**src/rtl/gun_ctrl.sv**
```systemverilog
// rtl/gun_ctrl.sv - laser-gun controller: ammo, fire modes, regen, LED bar, BCD count
//
// Ports:
//   clk, rst         clock, asynchronous active-high reset
//   trigger          synchronised fire switch (level)
//   mode             00 auto, 01 burst, 10 single, 11 auto; sampled in IDLE only
//   shooting         emitter enable (registered from FSM state)
//   buzzer           active low, 0 while shooting
//   led              LED bar pattern
//   ammo, ammo_bcd   round count in binary and as {4'h0, hundreds, tens, ones}
//   empty            ammo == 0
//   overheat         overheat lockout active
//
// Optional macro GUN_OVERHEAT_EN adds the heat counter and the OVERHEAT state;
// without it overheat is tied to 0.

module gun_ctrl #(
   parameter int MAG_SIZE    = 100,
   parameter int FIRE_TICKS  = 4194304,
   parameter int REGEN_TICKS = 4194304,
   parameter int LED_TICKS   = 8388608,
   parameter int LED_W       = 16,
   parameter int BURST_LEN   = 3,
   parameter int HEAT_MAX    = 20
) (
   input  logic             clk,
   input  logic             rst,
   input  logic             trigger,
   input  logic [1:0]       mode,
   output logic             shooting,
   output logic             buzzer,
   output logic [LED_W-1:0] led,
   output logic [9:0]       ammo,
   output logic [15:0]      ammo_bcd,
   output logic             empty,
   output logic             overheat
);

   localparam int TW = $clog2(FIRE_TICKS + 1);
   localparam int RW = $clog2(REGEN_TICKS + 1);
   localparam int LW = $clog2(LED_TICKS + 1);
   localparam int BW = $clog2(BURST_LEN + 1);

   localparam logic [TW-1:0]    TICK_LAST  = TW'(FIRE_TICKS - 1);
   localparam logic [RW-1:0]    REGEN_LAST = RW'(REGEN_TICKS - 1);
   localparam logic [LW-1:0]    LED_LAST   = LW'(LED_TICKS - 1);
   localparam logic [BW-1:0]    BURST_INIT = BW'(BURST_LEN);
   localparam logic [9:0]       MAG        = 10'(MAG_SIZE);
   localparam logic [LED_W-1:0] CHASE_INIT = LED_W'(3'b111);
   localparam logic [LED_W-1:0] LED_ONES   = '1;

   // Reset value of the BCD counter; constant arithmetic, folded at elaboration.
   localparam logic [3:0] RST_H = 4'((MAG_SIZE / 100) % 10);
   localparam logic [3:0] RST_T = 4'((MAG_SIZE / 10) % 10);
   localparam logic [3:0] RST_O = 4'(MAG_SIZE % 10);

   typedef enum logic [2:0] {
      S_IDLE, S_AUTO, S_BURST, S_SINGLE, S_HOLD, S_OVERHEAT
   } state_t;

   typedef enum logic [1:0] {LED_NONE, LED_CHASE, LED_ALT} led_src_t;

   state_t          state_q, state_d;
   logic [TW-1:0]   tick_q, tick_d;
   logic [BW-1:0]   burst_q, burst_d;
   logic [RW-1:0]   regen_q;
   logic [LW-1:0]   led_cnt_q;
   led_src_t        led_src_q;
   logic [3:0]      bcd_h, bcd_t, bcd_o;
   logic [3:0]      bcd_h_d, bcd_t_d, bcd_o_d;
   logic [9:0]      ammo_d;
   logic            firing, dec, inc, regen_active, heat_lock;

`ifdef GUN_OVERHEAT_EN
   localparam int HW = $clog2(HEAT_MAX + 1);
   localparam logic [HW-1:0] HEAT_LAST = HW'(HEAT_MAX);

   function automatic logic [LED_W-1:0] alt_pattern();
      logic [LED_W-1:0] p;
      for (int i = 0; i < LED_W; i++) p[i] = i[0];
      return p;
   endfunction
   localparam logic [LED_W-1:0] LED_ALT_PAT = alt_pattern();

   logic [HW-1:0] heat_q;
   logic [RW-1:0] cool_q;
`endif

   assign firing       = (state_q == S_AUTO) || (state_q == S_BURST) || (state_q == S_SINGLE);
   assign regen_active = (state_q == S_IDLE) && !trigger && (ammo < MAG);
   assign inc          = regen_active && (regen_q == REGEN_LAST);

`ifdef GUN_OVERHEAT_EN
   assign heat_lock = (heat_q == HEAT_LAST);
`else
   assign heat_lock = 1'b0;
`endif

   // Next-state logic. A round is charged only on the terminal tick of a firing
   // state; leaving early (trigger release in AUTO, overheat) discards the tick.
   always_comb begin
      state_d = state_q;
      tick_d  = tick_q;
      burst_d = burst_q;
      dec     = 1'b0;
      case (state_q)
         S_IDLE: begin
            tick_d = '0;
            if (trigger) begin
               if (ammo != 10'd0) begin
                  burst_d = BURST_INIT;
                  case (mode)
                     2'b01:   state_d = S_BURST;
                     2'b10:   state_d = S_SINGLE;
                     default: state_d = S_AUTO;
                  endcase
               end else begin
                  state_d = S_HOLD;
               end
            end
         end
         S_AUTO, S_BURST, S_SINGLE: begin
            if (heat_lock) begin
               state_d = S_OVERHEAT;
               tick_d  = '0;
            end else if ((state_q == S_AUTO) && !trigger) begin
               state_d = S_IDLE;
               tick_d  = '0;
            end else if (tick_q == TICK_LAST) begin
               dec    = 1'b1;
               tick_d = '0;
               if (state_q == S_BURST) burst_d = burst_q - BW'(1);
               if ((ammo == 10'd1) || (state_q == S_SINGLE) ||
                   ((state_q == S_BURST) && (burst_q == BW'(1))))
                  state_d = S_HOLD;
            end else begin
               tick_d = tick_q + TW'(1);
            end
         end
         S_HOLD: begin
            if (!trigger) state_d = S_IDLE;
         end
         S_OVERHEAT: begin
`ifdef GUN_OVERHEAT_EN
            if (heat_q == '0) state_d = S_HOLD;
`else
            state_d = S_HOLD;
`endif
         end
         default: state_d = S_IDLE;
      endcase
   end

   // Ammo in binary and BCD; decrement and increment are mutually exclusive
   // because one needs a firing state and the other needs IDLE.
   always_comb begin
      ammo_d  = ammo;
      bcd_h_d = bcd_h;
      bcd_t_d = bcd_t;
      bcd_o_d = bcd_o;
      if (dec) begin
         ammo_d = ammo - 10'd1;
         if (bcd_o != 4'd0) begin
            bcd_o_d = bcd_o - 4'd1;
         end else begin
            bcd_o_d = 4'd9;
            if (bcd_t != 4'd0) begin
               bcd_t_d = bcd_t - 4'd1;
            end else begin
               bcd_t_d = 4'd9;
               bcd_h_d = bcd_h - 4'd1;
            end
         end
      end else if (inc) begin
         ammo_d = ammo + 10'd1;
         if (bcd_o != 4'd9) begin
            bcd_o_d = bcd_o + 4'd1;
         end else begin
            bcd_o_d = 4'd0;
            if (bcd_t != 4'd9) begin
               bcd_t_d = bcd_t + 4'd1;
            end else begin
               bcd_t_d = 4'd0;
               bcd_h_d = bcd_h + 4'd1;
            end
         end
      end
   end

   assign ammo_bcd = {4'h0, bcd_h, bcd_t, bcd_o};

   always_ff @(posedge clk or posedge rst) begin
      if (rst) begin
         state_q  <= S_IDLE;
         tick_q   <= '0;
         burst_q  <= '0;
         regen_q  <= '0;
         ammo     <= MAG;
         bcd_h    <= RST_H;
         bcd_t    <= RST_T;
         bcd_o    <= RST_O;
         empty    <= (MAG_SIZE == 0);
         shooting <= 1'b0;
         buzzer   <= 1'b1;
      end else begin
         state_q  <= state_d;
         tick_q   <= tick_d;
         burst_q  <= burst_d;
         regen_q  <= (regen_active && !inc) ? regen_q + RW'(1) : '0;
         ammo     <= ammo_d;
         bcd_h    <= bcd_h_d;
         bcd_t    <= bcd_t_d;
         bcd_o    <= bcd_o_d;
         empty    <= (ammo_d == 10'd0);
         shooting <= firing;
         buzzer   <= !firing;
      end
   end

   // LED bar. led_src_q remembers which animation is loaded so that entering a
   // pattern from any other display restarts it from its initial value.
   always_ff @(posedge clk or posedge rst) begin
      if (rst) begin
         led       <= '0;
         led_cnt_q <= '0;
         led_src_q <= LED_NONE;
      end else if (firing) begin
         led       <= LED_ONES;
         led_cnt_q <= '0;
         led_src_q <= LED_NONE;
`ifdef GUN_OVERHEAT_EN
      end else if (state_q == S_OVERHEAT) begin
         if (led_src_q != LED_ALT) begin
            led       <= LED_ALT_PAT;
            led_cnt_q <= '0;
            led_src_q <= LED_ALT;
         end else if (led_cnt_q == LED_LAST) begin
            led       <= ~led;
            led_cnt_q <= '0;
         end else begin
            led_cnt_q <= led_cnt_q + LW'(1);
         end
`endif
      end else if (trigger && (ammo == 10'd0)) begin
         led       <= '0;
         led_cnt_q <= '0;
         led_src_q <= LED_NONE;
      end else if (ammo < MAG) begin
         if (led_src_q != LED_CHASE) begin
            led       <= CHASE_INIT;
            led_cnt_q <= '0;
            led_src_q <= LED_CHASE;
         end else if (led_cnt_q == LED_LAST) begin
            led       <= (led == '0) ? CHASE_INIT : (led << 1);
            led_cnt_q <= '0;
         end else begin
            led_cnt_q <= led_cnt_q + LW'(1);
         end
      end else begin
         led       <= '0;
         led_cnt_q <= '0;
         led_src_q <= LED_NONE;
      end
   end

`ifdef GUN_OVERHEAT_EN
   // Heat rises per charged round and cools one step per REGEN_TICKS while
   // not firing; cool_q only runs while there is heat to shed.
   always_ff @(posedge clk or posedge rst) begin
      if (rst) begin
         heat_q   <= '0;
         cool_q   <= '0;
         overheat <= 1'b0;
      end else begin
         overheat <= (state_q == S_OVERHEAT);
         if (dec) begin
            if (heat_q != HEAT_LAST) heat_q <= heat_q + HW'(1);
            cool_q <= '0;
         end else if (!firing && (heat_q != '0)) begin
            if (cool_q == REGEN_LAST) begin
               heat_q <= heat_q - HW'(1);
               cool_q <= '0;
            end else begin
               cool_q <= cool_q + RW'(1);
            end
         end else begin
            cool_q <= '0;
         end
      end
   end
`else
   assign overheat = 1'b0;
`endif

endmodule

```
**config.mk**
```make
export PLATFORM = sky130hd
export DESIGN_NAME = gun_ctrl
export DESIGN_NICKNAME = d
export VERILOG_FILES = /design/src/rtl/gun_ctrl.sv
export SDC_FILE = /design/constraint.sdc
export NUM_CORES = 1
export LEC_CHECK = 0
export ABC_AREA = 1
export BUFFER_PORTS_ARGS = -buffer_cell sky130_fd_sc_hd__buf_2
export CAP_MARGIN = 20
export CORE_AREA = 2 2 105 107
export DETAILED_ROUTE_END_ITERATION = 10
export DIE_AREA = 0 0 107 109
export PLACE_DENSITY_LB_ADDON = 0.2
export SLEW_MARGIN = 20
export SYNTH_ARGS = -nofsm -noshare
export SYNTH_HDL_FRONTEND = slang
export SYNTH_SLANG_ARGS = --single-unit
```
**constraint.sdc**
```tcl
create_clock -name clk -period 8.2 [get_ports clk]
set_input_delay 0.41 -clock clk [delete_from_list [all_inputs] [get_ports clk]]
set_output_delay 0.41 -clock clk [all_outputs]
set_load 0.01 [all_outputs]
```
After elaboration in Yosys (flattened, before gate mapping)
Cells that the tools add are included.
{ "classes": {"order_cmp": 1, "n_reduce_logical": 28, "muxes": 54, "addsub": 12, "n_eq_ne": 29} }
{ "op_table": {"columns": ["op", "n"], "rows": [
  ["$mux 24", 5],
  ["$mux 16", 6],
  ["$mux 23", 3],
  ["$mux 4", 16],
  ["$add 23x1->23 const B", 2],
  ["$eq 23x22->1 const B", 2],
  ["$pmux 23 s2", 1],
  ["$add 24x1->24 const B", 1],
  ["$eq 24x23->1 const B", 1],
  ["$logic_not 10->1", 2],
  ["$mux 10", 2],
  ["$mux 2", 9],
  ["$mux 3", 6],
  ["$ne 2x2->1 const B", 9],
  ["$logic_not 16->1", 1],
  ["$add 4x1->4 const B", 3],
  ["$pmux 3 s4", 1],
  ["$sub 4x1->4 const B", 3],
  ["$add 10x1->10 const B", 1],
  ["$eq 10x1->1 const B", 1],
  ["$lt 10x7->1 const B", 1],
  ["$reduce_bool 10->1", 1],
  ["$sub 10x1->10 const B", 1],
  ["$ne 4x4->1 const B", 2],
  ["23 further kinds", 44]
]} }
{ "totals": {"elab_cells": 138, "out_inout_bits": 46, "inputBits": 5, "register_bits": 118} }

Longest topological paths before layout
Gate-level depths: netlist of run 1.
{ "logic_depth": {"ltp_word": 7, "depth_mapped": 15, "ltp_nobuf": 15} }

Worst setup path before layout of run 1
Ideal clock, no wire load.
{ "synth_path": {"kind": "reg-to-reg", "start": "register tick_q[0]", "end": "register bcd_h[2]", "required_time_ps": 8117, "arrival_ps": 1854, "setup_slack_ps": 6263, "setup_time_ps": 83, "n_path_buf": 0, "stages_incl_launch_ff": 16, "synth_period_minus_slack_ps": 1937, "cell_sequence": "dfrtp_1 ha_1 inv_1 nor2_1 nand2_2 nor2_8 nand2_4 nor2_4 nand2_1 nand2_1 inv_1 ha_1 inv_1 nand2_1 xor2_1 o21ai_0"} }
{ "synth_between": {"elab_chain_len": 6, "word_cells_on_any_way": 11, "classes_between": "eq/ne: 5; mux: 4; reduce/logical: 2"} }
{ "synth_rtl": {"columns": ["element", "line", "rtl"], "rows": [
  ["from (decl)", "64", "logic [TW-1:0] tick_q, tick_d;"],
  ["from (signal assigned)", "207", "tick_q <= tick_d;"],
  ["$eq 23x22->1 *", "129", "end else if (tick_q == TICK_LAST) begin"],
  ["$mux 1 *", "129", null],
  ["$mux 1 *", "126", "end else if ((state_q == S_AUTO) && !trigger) begin"],
  ["$mux 1 *", "106", "case (state_q)"],
  ["$ne 2x2->1 (no line) / $reduce_bool 2->1 (equally long branches)", null, null],
  ["$reduce_and 5->1 (no line)", null, null],
  ["to (signal assigned)", "211", "bcd_h <= bcd_h_d;"],
  ["to (decl)", "69", "logic [3:0] bcd_h, bcd_t, bcd_o;"]
]} }
Every way passes the cells marked *; elsewhere a longest branch is shown, timed or not.
A chain may end at the register's enable or synchronous reset.

Worst setup path after layout of run 1
{ "layout_path": {"start": "register ammo[5]", "end": "register led[12]"} }
{ "layout_between": {"elab_chain_len": 4, "word_cells_on_any_way": 7, "classes_between": "order compare: 1; eq/ne: 1; mux: 3; reduce/logical: 2"} }
{ "layout_rtl": {"columns": ["element", "line", "rtl"], "rows": [
  ["from (decl)", "33", "output logic [9:0] ammo,"],
  ["from (signal assigned)", "210", "ammo <= ammo_d;"],
  ["$lt 10x7->1 / $logic_not 10->1 (equally long branches)", "248, 244", null],
  ["$mux 16 / $logic_and 1x1->1 (equally long branches)", "248, 244", null],
  ["$mux 16", "244", "end else if (trigger && (ammo == 10'd0)) begin"],
  ["$mux 16", "227", "end else if (firing) begin"],
  ["to (signal assigned)", "254", "led <= (led == '0) ? CHASE_INIT : (led << 1);"],
  ["to (decl)", "32", "output logic [LED_W-1:0] led,"]
]} }
Several ways; a longest one is shown, not always the timed one.

==> run summary, run 1 <==
The tools report the clock network fraction of design power as 41.1%. The finished layout holds 1065 standard cells, fillers aside. 51 I/O pins were placed. The internal portion of the total power is 0.001365 W. The remaining antenna violation count was 0. The run gives 403.5 MHz as the achievable clock frequency.

For the portion of the post-synthesis area used by sequential elements, the log shows 42.94%. Reported leakage power: 3.514 nW. The core region is 10600 µm². The number of buffers added for setup after CTS is 0, and the count of endpoints failing setup in the final report is 0. Global routing used 27.31% of the available tracks across all layers. The first global-routing pass estimated 25.32 mm of wire. The logs give 0 for the final antenna diode count and 0 ns for the setup TNS.

The standard-cell row count is 38, and the number of detailed-route iterations in the first pass is 5. The setup check on the worst reg-to-reg path leaves a slack of 5.72 ns. Data on the critical path is required at its endpoint by 8.57 ns.

The worst-path maximum fanout works out to 29. Number of hold violations in the final report: 0. Max-cap violations in this run came to 0.

The worst hold path belongs to the class input port to flip-flop. In the layout the commonest cells are nand2_1 (192), nor2_1 (112), dfrtp_1 (112), inv_1 (83), buf_2 (45). Dividing the detail-routed via count by the number of cells gives 5.561. For the setup slack at placement, the log shows 5.779 ns. The area growth from synthesis to layout is 13.75%. For the pin with the worst max-slew slack, the measured transition is 0.9875 ns. The setup path with the least slack is of type flip-flop to flip-flop. Yosys printed 0 warnings. The run finished with clean final reports. A synthesized cell averages 7.927 µm². The tools report the total congestion overflow as 0. Registers are responsible for 36.0% of the overall power. The final critical path time including I/O delays and setup came out at 2.479 ns. The routed layout has 5922 vias.

After detailed routing, the average wire length per cell comes to 14.14 µm. Setup repair after global routing left no endpoint under its margin. The share of layout cells above drive strength 1 is 15.78%, and the HPWL after detailed placement is 10.34 mm. The most used flip-flop cell after synthesis is dfrtp_1.

The run gives 0 as the max-slew violation total from the final report. The worst-case headroom to the max-slew limit was 34.09%; the number of clock sinks was 117. The count of buffers inserted at the top-level ports works out to 45. The die span in x was 107 µm. In the post-synthesis netlist, the biggest area contributors are dfrtp_1 (41%), nand2_1 (11%), nor2_1 (6.2%). VDD sags by at most 0.0001881 V. The share of synthesized flip-flops with an asynchronous set or reset was 100.0%. On the final layout, the worst clock skew is 0.005549 ns.

The switching share of total power works out to 32.08%. The number of enable flip-flop cells after synthesis was 0. The net load switching power is 0.0006446 W.

Combinational logic burns 22.9% of the power. The clock latency at the later pin of the worst-skew pair is 0.53 ns, and the detailed router's first-iteration violation count is 354. Number of antenna violations at the first check in global routing: 0.

The worst setup path is captured at a flip-flop. For the worst setup margin, the log shows 5.721 ns. The placer's final routability congestion estimate was 0.9136; the initial standard-cell utilization of the core was 64.44%.

STA classifies the critical path startpoint as a flip-flop. The tree is rooted in a clkbuf_8. In this run the deepest clock path goes through 2 buffers. Summed over all layers, the routed wires come to 15.05 mm.

For the number of fill cells, the log shows 770. The clock tree synthesis step divided the H-tree into 4 levels. The logs give 17 for the clock buffer count from CTS and 47 for the count of cell types in the netlist.

The tools report the arrival time of the worst setup path as 2.85 ns. The net count of the finished layout is 927. The post-CTS clock slew at the launch and capture registers of the worst setup and hold paths came out at 0.06 ns. The footprint of the flip-flops and latches was 2934 µm²; the cell area after technology mapping was 6833 µm². The post-route fraction of the period consumed by the critical path was 30.23%. The most common library cell in the layout ignoring fill and taps was nand2_1. The largest area contributor in the synthesized netlist was dfrtp_1. The vertical die dimension is 109 µm, and the area fraction of the dominant cell type after synthesis is 41.02%. For the via count of the first global-routing pass, the log shows 5769. TritonCTS built the clock tree. Counting every instance in the synthesized netlist gives 862.

In this run, placement finished with an instance count of 1032. The multi-input combinational cells in the finished layout cover a total of 3395 µm². Power spread over the standard cell area amounts to 258.5 nW/µm². Counting flops and latches in the post-synthesis netlist gives 117. The maximum number of pins on one net before global-route repair was 68; the post-detailed-route DRC marker count was 0. The die covers 11660 µm².
## critical path: stages, from the launching register on
cell and delay, ns:
dfstp_2 0.64, nor2_4 0.08, nand3_2 0.08, nor2_2 0.04, nand2_1 0.09, nor2_2 0.05
nand2_2 0.09, nand2_4 0.06, inv_2 0.07, nand3_2 0.10, nor2_2 0.77, o21ai_0 0.24
## registers in the layout, indices dropped and copies added, names as in the netlist
name,count
buzzer,1
bcd_o,4
shooting,1
led_src_q,1
ammo,10
burst_q,2
tick_q,23
regen_q,23
led,16
empty,1
bcd_h,4
led_cnt_q,24
state_q,3
bcd_t,4
## routing by layer
metal	vias up	global-route usage [%]	part of all wire, %
met2	177	48.13	51
met3	28	6.874	4.8
li1	2903	-	-
met5	-	0	0
met4	0	11.22	1.7
met1	2814	31.93	42
## final timing paths
| kind | to | start | depth (start not counted) |
|---|---|---|---|
| max in group asynchronous | tick_q[11] | rst | 4 |
| max | led[12] | ammo[5] | 11 |
| min reg2reg | led_cnt_q[0] | led_cnt_q[0] | 1 |
| max reg2reg | led[12] | ammo[5] | 11 |
| min in group asynchronous | led[14] | rst | 3 |
| min | state_q[2] | trigger | 3 |
## area by class of cell
type,instances,share of cell area [%]
Clock buffer,24,6.310
Clock inverter,8,2.173
Inverter,96,4.717
Multi-Input combinational cell,633,43.67
Sequential cell,117,37.75
Tap cell,140,2.254
Timing Repair Buffer,47,3.123
## Yosys cell counts, types with 2 or more instances
cell type and number:
dfrtp_1 112, nand3b_1 3, nor3_1 38, o21ai_1 9, nor3b_1 9, inv_1 84
nor2_8 2, nand2_2 9, nor2_2 14, o31ai_1 3, nand2_1 192, buf_4 8
a31oi_1 8, nor2_4 6, inv_2 9, clkinv_2 3, nor4_1 10, o21ai_2 3
o21ai_0 29, a211oi_1 2, ha_1 10, nand3_4 6, xnor2_1 10, o21a_1 3
or2_2 3, and3_1 2, a21oi_1 30, buf_2 4, nand3_2 2, nor2_1 112
nand4_1 23, nand2_4 4, buf_6 6, xor2_1 36, nand3_1 42, dfstp_2 5
## cells by family (layout without fill, tap and decap cells)
logic type                 Yosys count  in the layout  share of synthesized area [%]
buffers and inverters              116            175                          7.599
xor gates and xnor gates            46             46                          5.896
and+or+nand+nor                    479            479                          33.97
adders and majority gates           10             10                          1.831
other                                1              5                        0.05488
AOI/OAI and AO/OA                   92             92                          7.563
muxes                                1              1                         0.1465
DFF                                117            117                          42.94
## what timing repair did
action / in CTS / in global routing
resized for setup: 0 / 0
endpoints found under the hold margin: 46 / 0
hold buffers: 1 / 0
## power groups by stage
stage | Sequential (W) | Clock [W] | Combinational [W]
5_1_grt | 0.000735 | 0.000858 | 0.000527
4_1_cts | 0.000723 | 0.000831 | 0.000462
6_report | 0.000724 | 0.000825 | 0.000460
3_3_place_gp | 0.000728 | 0 | 0.000440
3_5_place_dp | 0.000732 | 0 | 0.000459
2_1_floorplan | 0.000738 | 0 | 0.000349
## through the flow
step | area [µm²] | utilization (%) | hold WS [ns] | power (W)
floorplan | 6848 | - | 0.4238 | 0.001088
global placement | 7103 | 66.99 | 0.4442 | 0.001168
finish | 7772 | 73.31 | 0.2119 | 0.002009
detailed placement | 7103 | 66.99 | 0.4542 | 0.001191
CTS | 7772 | 73.31 | 0.1977 | 0.002016
global route | 7772 | 73.31 | 0.2139 | 0.002120
Note: power is estimated with default switching activity, not from simulation.
==> run 2, diff against run 1 <==
Settings changed: ABC_AREA 1 to 0, CORE_AREA 2 2 105 107 to 2 2 111 113, DIE_AREA 0 0 107 109 to 0 0 113 115.
Clock period 8.2 ns to 2.1 ns, I/O delays scaled along.
==> run summary, run 2 <==
Clock-pin slew was measured on the worst setup and hold paths at 0.06 ns. The final reports fail on design-rule violations, negative setup slack. Across the run, the number of max-cap violations was 0. For this run, the total global-route usage over all layers was measured as 25.85%.

For this block, the initial DRC count from the detailed router was 434. The number of flip-flops in the largest register is 24. After detailed routing, the total wire length is 18.03 mm.

More flip-flops sit in one register than any other, and that register is led_cnt_q. The top cell types in the final layout, fill and taps aside, are buf_4 (143), dfrtp_1 (112), nor2_1 (74), buf_2 (45), xnor2_1 (38). The total die area is 13000 µm², and the clock tree skew after final layout is 0.007997 ns. The share of total power dissipated in the clock network is 30.6%. In the routed design, unresolved DRC markers number 4. The cell sitting at the root of the clock tree is a clkbuf_16. The tools report the placer's final routability congestion estimate as 0.8678. VDD sags by at most 0.0007618 V. The transition at the pin with the smallest max-transition slack was 0.5277 ns; the maximum number of pins on one net before global-route repair was 94. The later pin in the worst-skew pair is clocked with a latency of 0.42 ns.

The tools report the number of hold violations in the final report as 0. Of the total power, the share spent switching nets is 35.18%. The tools report the cell area after technology mapping as 6220 µm². In the synthesized netlist, the number of instances is 667. The number of antenna violations at the first check in global routing is 0, and the count of buffers inserted at the top-level ports is 45. The worst-path maximum fanout came out at 3.

After detailed placement, the total cell area comes to 7685 µm². After routing the design area is 9228 µm². The area fraction of the dominant cell type after synthesis came out at 45.06%.

The via count of the first global-routing pass came out at 5785. The vertical die dimension is 115 µm, and the initial standard-cell utilization of the core is 52.66%. The H-tree depth was 4.

The detailed-route wire length per cell is 17.54 µm, and the share of synthesized flip-flops with an asynchronous set or reset is 100.0%. The final antenna diode count came out at 0. For the standard-cell row count, the log shows 40.

Traced cell by cell, the critical path runs through or3b_1 > or4_4 > or2_4 > o32a_4 > o31a_1 > a211o_1. The run gives -0.2572 ns as the setup slack at placement. The most common cell in the synthesized netlist is dfrtp_1. The most frequently used flop master after synthesis was dfrtp_1.

For this run, the number of Yosys warnings is 0. The setup path with the least slack is of type flip-flop to flip-flop. The final critical path time including I/O delays and setup came out at 2.389 ns. The layout overhead on the synthesized area was 48.36%; the slack of the worst reg-to-reg path was -0.29 ns.

The run gives 2.40 ns as the critical path data required time. Cells fill 78.13% of the core in the end. The run gives 26.79 mm as the global-route wire length before repair.

Ranked by instance count, the synthesized netlist is headed by dfrtp_1 (112), nor2_1 (111), a21oi_1 (42). Setup violations remaining at the end of the flow were counted as 54. The top-level port count was 51.

The worst-case headroom to the max-slew limit was 64.82%. The run finished, with violations left. The internal power came out at 0.006094 W. The tools report the endpoint kind of the worst setup timing path as a flip-flop. The max-slew violation total from the final report came out at 0. The floorplan step defined a core boundary enclosing 11810 µm².

The mean instance size in the synthesized netlist came out at 9.325 µm². The cell with the largest stage delay on the worst path is or4_4. Sequential cells were found to cover 47.17% of the synthesized design area. In the final layout, the registers with the most flip-flops are led_cnt_q: 24 flops, regen_q: 23 flops, tick_q: 23 flops. The maximum cell stage delay along the critical path came out at 0.45 ns. The number of detailed-route iterations in the first pass is 8, and the die span in x is 113 µm. Setup repair after global routing could not meet its margin everywhere. The achievable clock frequency is 418.6 MHz, and the remaining antenna violation count is 0.

CTS saw 117 sinks. The worst setup margin is -0.2887 ns, and the sequential power share is 30.3%. The count of cell types in the netlist came out at 69. The run gives 39.1% as the combinational share of power. The net load switching power was 0.003307 W. The HPWL after detailed placement is 10.65 mm. For this design the static power due to leakage is 4.033 nW. The post-route fraction of the period consumed by the critical path is 113.7%. Kind of start point of the critical path: a flip-flop. Via total after detailed routing: 6024. The run gives 883 as the net count reported at finish. Most common library cell in the layout ignoring fill and taps: buf_4. The arrival time of the worst setup path was 2.69 ns. dfrtp_1 takes more of the synthesized area than any other cell. TritonCTS built the clock tree.

The tightest min-delay check is of the input port to flip-flop type. In this run, synthesis produced a sequential element count of 117. The number of clock buffers added by TritonCTS is 17. The finished layout holds 1028 standard cells, fillers aside.

Summed over all layers, the global routing overflow is 0. Dividing the detail-routed via count by the number of cells gives 5.860. The clock passes through at most 2 buffers.

The count of placed standard cells including taps was 968; the power per cell area was 1019 nW/µm². In the final layout, the share of cells above drive strength 1 is 42.22%. Yosys mapped a number of flops with a built-in enable equal to 0. Sorting the synthesized cells by area gives the leading types as dfrtp_1 (45%), nor2_1 (6.7%), xnor2_1 (5.6%).
[run 2: cell types whose count changed after synthesis, sizes merged, moves of 16 or more]
| cell | delta |
|---|---|
| clkbuf | +16 |
| inv | -72 |
| nand2 | -174 |
| nor2 | -23 |
| nor3 | -20 |
| o21ai | -22 |
| xnor2 | +30 |
[run 2: repair_timing]
item / CTS / global route
setup buffers: 8 / 13
cloned: 3 / 5
hold buffers: 1 / 0
endpoints found under the hold margin: 112 / 0
gates resized for setup: 33 / 131
pin swaps: 9 / 35
endpoints found under the setup margin: 25 / 67
[run 2: through the flow]
stage               TNS [ns]  total power (W)  hold WS [ns]
floorplan             -1.124         0.004025        0.4494
global placement      -1.326         0.004883        0.2323
detailed placement    -1.913         0.004988        0.2402
CTS                   -2.063         0.008479       0.05001
global route          -10.05         0.009772       0.09927
finish                -6.634         0.009401       0.07392
[run 2: logic make-up after synthesis]
group,synth area share (%)
multiplexers,1.388
adder cells (fa/ha/maj),2.012
buffers and inverters,3.762
AND/OR/NAND/NOR,26.07
flip-flops,47.17
XOR/XNOR,9.857
AO/OA/AOI/OAI,9.676
other,0.06029
[run 2: power by group through the flow]
stage          clock network, W  registers [W]  logic (W)
6_report                0.00288        0.00285    0.00368
5_1_grt                 0.00300        0.00287    0.00391
4_1_cts                 0.00290        0.00273    0.00285
3_5_place_dp                  0        0.00276    0.00222
3_3_place_gp                  0        0.00275    0.00213
2_1_floorplan                 0        0.00281    0.00121
[run 2: critical path, delay by kind of cell, from the launching register on]
family / cells / cell delay, ns
AND/OR/NAND/NOR: 3 / 1.10
AO/OA/AOI/OAI: 3 / 0.77
flip-flops: 1 / 0.39
[run 2: per-layer routing]
metal  track usage (%)  wire [µm]
met1             31.20       7455
met2             44.19       9199
met3             5.482        803
met4             12.93        568
met5                 0          0
[run 2: area by class of cell]
cell class	count	area, µm²
inverters	21	82.58
fillers	664	2584
flip-flops and latches	117	2934
repair buffers	212	1699
clock inverters	9	100.1
clock buffers	23	488.0
multi-input cells	499	3740
well taps	147	183.9
[run 2: path summary, 6_finish.rpt]
check	depth (start not counted)	endpoint	from
worst max register to register	6	bcd_t[2]	tick_q[22]
min in group asynchronous	4	shooting	rst
max in group asynchronous	4	ammo[6]	rst
worst min register to register	1	bcd_h[3]	bcd_h[3]
worst min-delay path	4	regen_q[22]	trigger
worst max-delay path	6	bcd_t[2]	tick_q[22]
==> run 3, diff against run 2 <==
Settings changed: CORE_AREA 2 2 111 113 to 2 2 105 107, DIE_AREA 0 0 113 115 to 0 0 107 109.
Clock period 2.1 ns to 2.3 ns, I/O delays scaled along.
==> run summary, run 3 (same netlist as run 2, synthesis figures left out) <==
The type of the setup path with the least slack was flip-flop to flip-flop. The checks that failed: negative setup slack. In the global route stage, met2 resource usage came out at 47.54%. The sequential power share was 33.6%.

Detailed router's first-iteration violation count: 468. The switching share of total power came out at 30.26%. Clock-pin slew was measured on the worst setup and hold paths at 0.06 ns.

The startpoint identified for the worst hold timing path is trigger. The worst-case headroom to the max-slew limit is 59.11%. The post-route fraction of the period consumed by the critical path was 102.2%; the standard-cell row count was 38. For hold timing, the worst endpoint is regen_q[22]. Clock latency on the worst-skew pair, taken at its later pin, is 0.52 ns.

The kind of start point of the critical path was a flip-flop. Power spread over the standard cell area amounts to 908.5 nW/µm². Combinational logic burns 26.8% of the power. The smallest clock period supported by the final layout is computed as 2.350 ns.

The longest clock path from root to sink contains 2 buffers. For the net count reported at finish, the log shows 824. For the met1 usage in global routing, the log shows 34.27%.

The remaining antenna violation count is 0. The flow ran to the end, but the final reports show violations. The routed layout has 5573 vias. Once layout is complete, the utilization of the core stands at 77.31%.

Along the worst path, the maximum fanout reaches 4. The run gives 25.94 mm as the global-route wire length before repair. The internal power of the cells totals 0.005193 W.

In the routed layout, each cell is associated on average with a via count of 5.799. The global routing stage identified its most utilized layer as met2. The via count of the first global-routing pass came out at 5688. The number of hold violations in the final report was 0; the die span in x was 107 µm. Clock buffer count from CTS: 17. The worst setup margin is -0.05025 ns.

The clock network accounts for 39.6% of the total power. For the final database, setup skew stands at 0.009096 ns. Global-route total usage across every layer: 28.10%. The tools report the critical path data required time as 2.70 ns. CTS saw 117 sinks. Across all register-to-register paths, the minimum setup slack is -0.05 ns.

The largest register by flop count was led_cnt_q. The count of buffers inserted at the top-level ports was 45. Startpoint of the lowest-slack register-to-register path: tick_q[22].

The number of cell instances on the worst register-to-register path was 6. In the layout the commonest cells are dfrtp_1 (112), nor2_1 (110), buf_4 (103), buf_2 (45), a21oi_1 (42). For this design the total switching power over the nets is 0.002254 W. The post-route non-filler standard cell count is 961, and the core outline area is 10600 µm².

Transition at the pin with the smallest max-transition slack: 0.6134 ns. The tree is rooted in a clkbuf_8. The logs give -0.1357 ns for the setup TNS and 58.66% for the initial standard-cell utilization of the core. In this run the critical register-to-register path is captured at bcd_t[2]. Setup violations remaining at the end of the flow were counted as 5.

The worst hold path passes through 5 cells. Leaving out fill and tap cells, the most frequent cell in the layout is dfrtp_1. Setup repair after global routing could not meet its margin everywhere.

The logs give 0 for the max capacitance violation total and 118 for the maximum number of pins on one net before global-route repair. In this run the static leakage power is 3.646 nW. The register with the most flip-flops in the layout has 24 of them. In the global route stage, met3 resource usage came out at 5.858%. The HPWL after detailed placement was 10.43 mm. Derived from the worst setup path, the maximum achievable clock frequency is 425.5 MHz. The floorplan step defined a die boundary enclosing 11660 µm². At the end of routability-driven placement, the weighted congestion stood at 0.8845. The max-slew violation total from the final report is 0, and the detailed-route wire length per cell is 16.34 µm. For the worst setup path, the data arrival time is 2.75 ns.

TritonCTS built the clock tree. The first TritonRoute pass finished after 5 iterations. The top-level port count is 51, and the maximum ir drop on the vdd rail is 0.0006549 V.

The tools report the H-tree depth as 4. The count of placed standard cells including taps is 920. For the number of antenna violations at the first check in global routing, the log shows 0. The vertical die dimension works out to 109 µm.

The share of layout cells above drive strength 1 works out to 28.26%. The endpoint kind of the worst setup timing path is a flip-flop. The total congestion overflow was 0. The final layout contains routed wiring with a total length of 15.70 mm. The min-delay analysis places its worst path in the category input port to flip-flop.

For this run, design rule violations remaining after detail routing come to 0. The largest registers in the layout are led_cnt_q: 24 flops, regen_q: 23 flops, tick_q: 23 flops. The layout overhead on the synthesized area was 31.78%; the final antenna diode count was 0.
==> run 3: cell types whose count changed in the layout (fill, tap and decap cells not counted), sizes merged <==
cell and delta:
buf -56, bufinv +3, clkbuf -3, clkinv -3
clkinvlp -1
==> run 3: per-layer routing <==
layer  routed length [µm]  up-vias
li1                     -     2648
met1                 6644     2717
met2                 8063      171
met3                  588       37
met4                  404        0
met5                    0        -
==> run 3: critical path, stage by stage (launching register included) <==
cell and delay [ns]:
dfrtp_1 0.37, or3b_1 0.37, or4_4 0.43, or2_4 0.30
o32a_4 0.33, o31a_1 0.23, a211o_1 0.22
==> run 3: worst max path at each step <==
| stage | start | to | cells after the start |
|---|---|---|---|
| floorplan | regen_q[0] | bcd_t[2] | 9 |
| global placement | tick_q[22] | bcd_h[1] | 7 |
| detailed placement | tick_q[0] | bcd_h[2] | 9 |
| CTS | state_q[2] | bcd_t[2] | 6 |
| global route | state_q[2] | bcd_t[2] | 6 |
| finish | tick_q[22] | bcd_t[2] | 6 |
==> run 3: what timing repair did <==
item / CTS / global route
hold endpoints to repair: 112 / 0
setup endpoints to repair: 40 / 19
resized for setup: 12 / 21
pin swaps: 3 / 6
hold buffers: 1 / 0
buffers inserted: 5 / 4
==> run 3: stage by stage <==
stage	power [W]	hold slack, ns	area, µm²	worst slack [ns]
finish	0.007447	0.1619	8197	-0.05025
global route	0.007819	0.1553	8197	-0.1351
CTS	0.007428	0.1290	8054	-0.04193
detailed placement	0.004412	0.3499	7295	-0.1335
global placement	0.004326	0.3485	7295	-0.02096
floorplan	0.003639	0.4494	6279	-0.06000
==> run 3: area by class of cell <==
| type | instances | area [µm²] |
|---|---|---|
| clock buffer | 23 | 496.7 |
| clock inverter | 8 | 167.7 |
| fill | 690 | 2406 |
| inverter | 21 | 82.58 |
| multi-input combinational | 499 | 3261 |
| sequential | 117 | 2934 |
| tap | 140 | 175.2 |
| timing repair buffer | 153 | 1080 |
==> run 3: power groups by stage <==
stage,clock network [W],logic (W),registers (W)
4_1_cts,0.00298,0.00196,0.00249
3_3_place_gp,0,0.00182,0.00251
3_5_place_dp,0,0.00189,0.00252
2_1_floorplan,0,0.00107,0.00257
6_report,0.00295,0.00199,0.00251
5_1_grt,0.00308,0.00220,0.00253
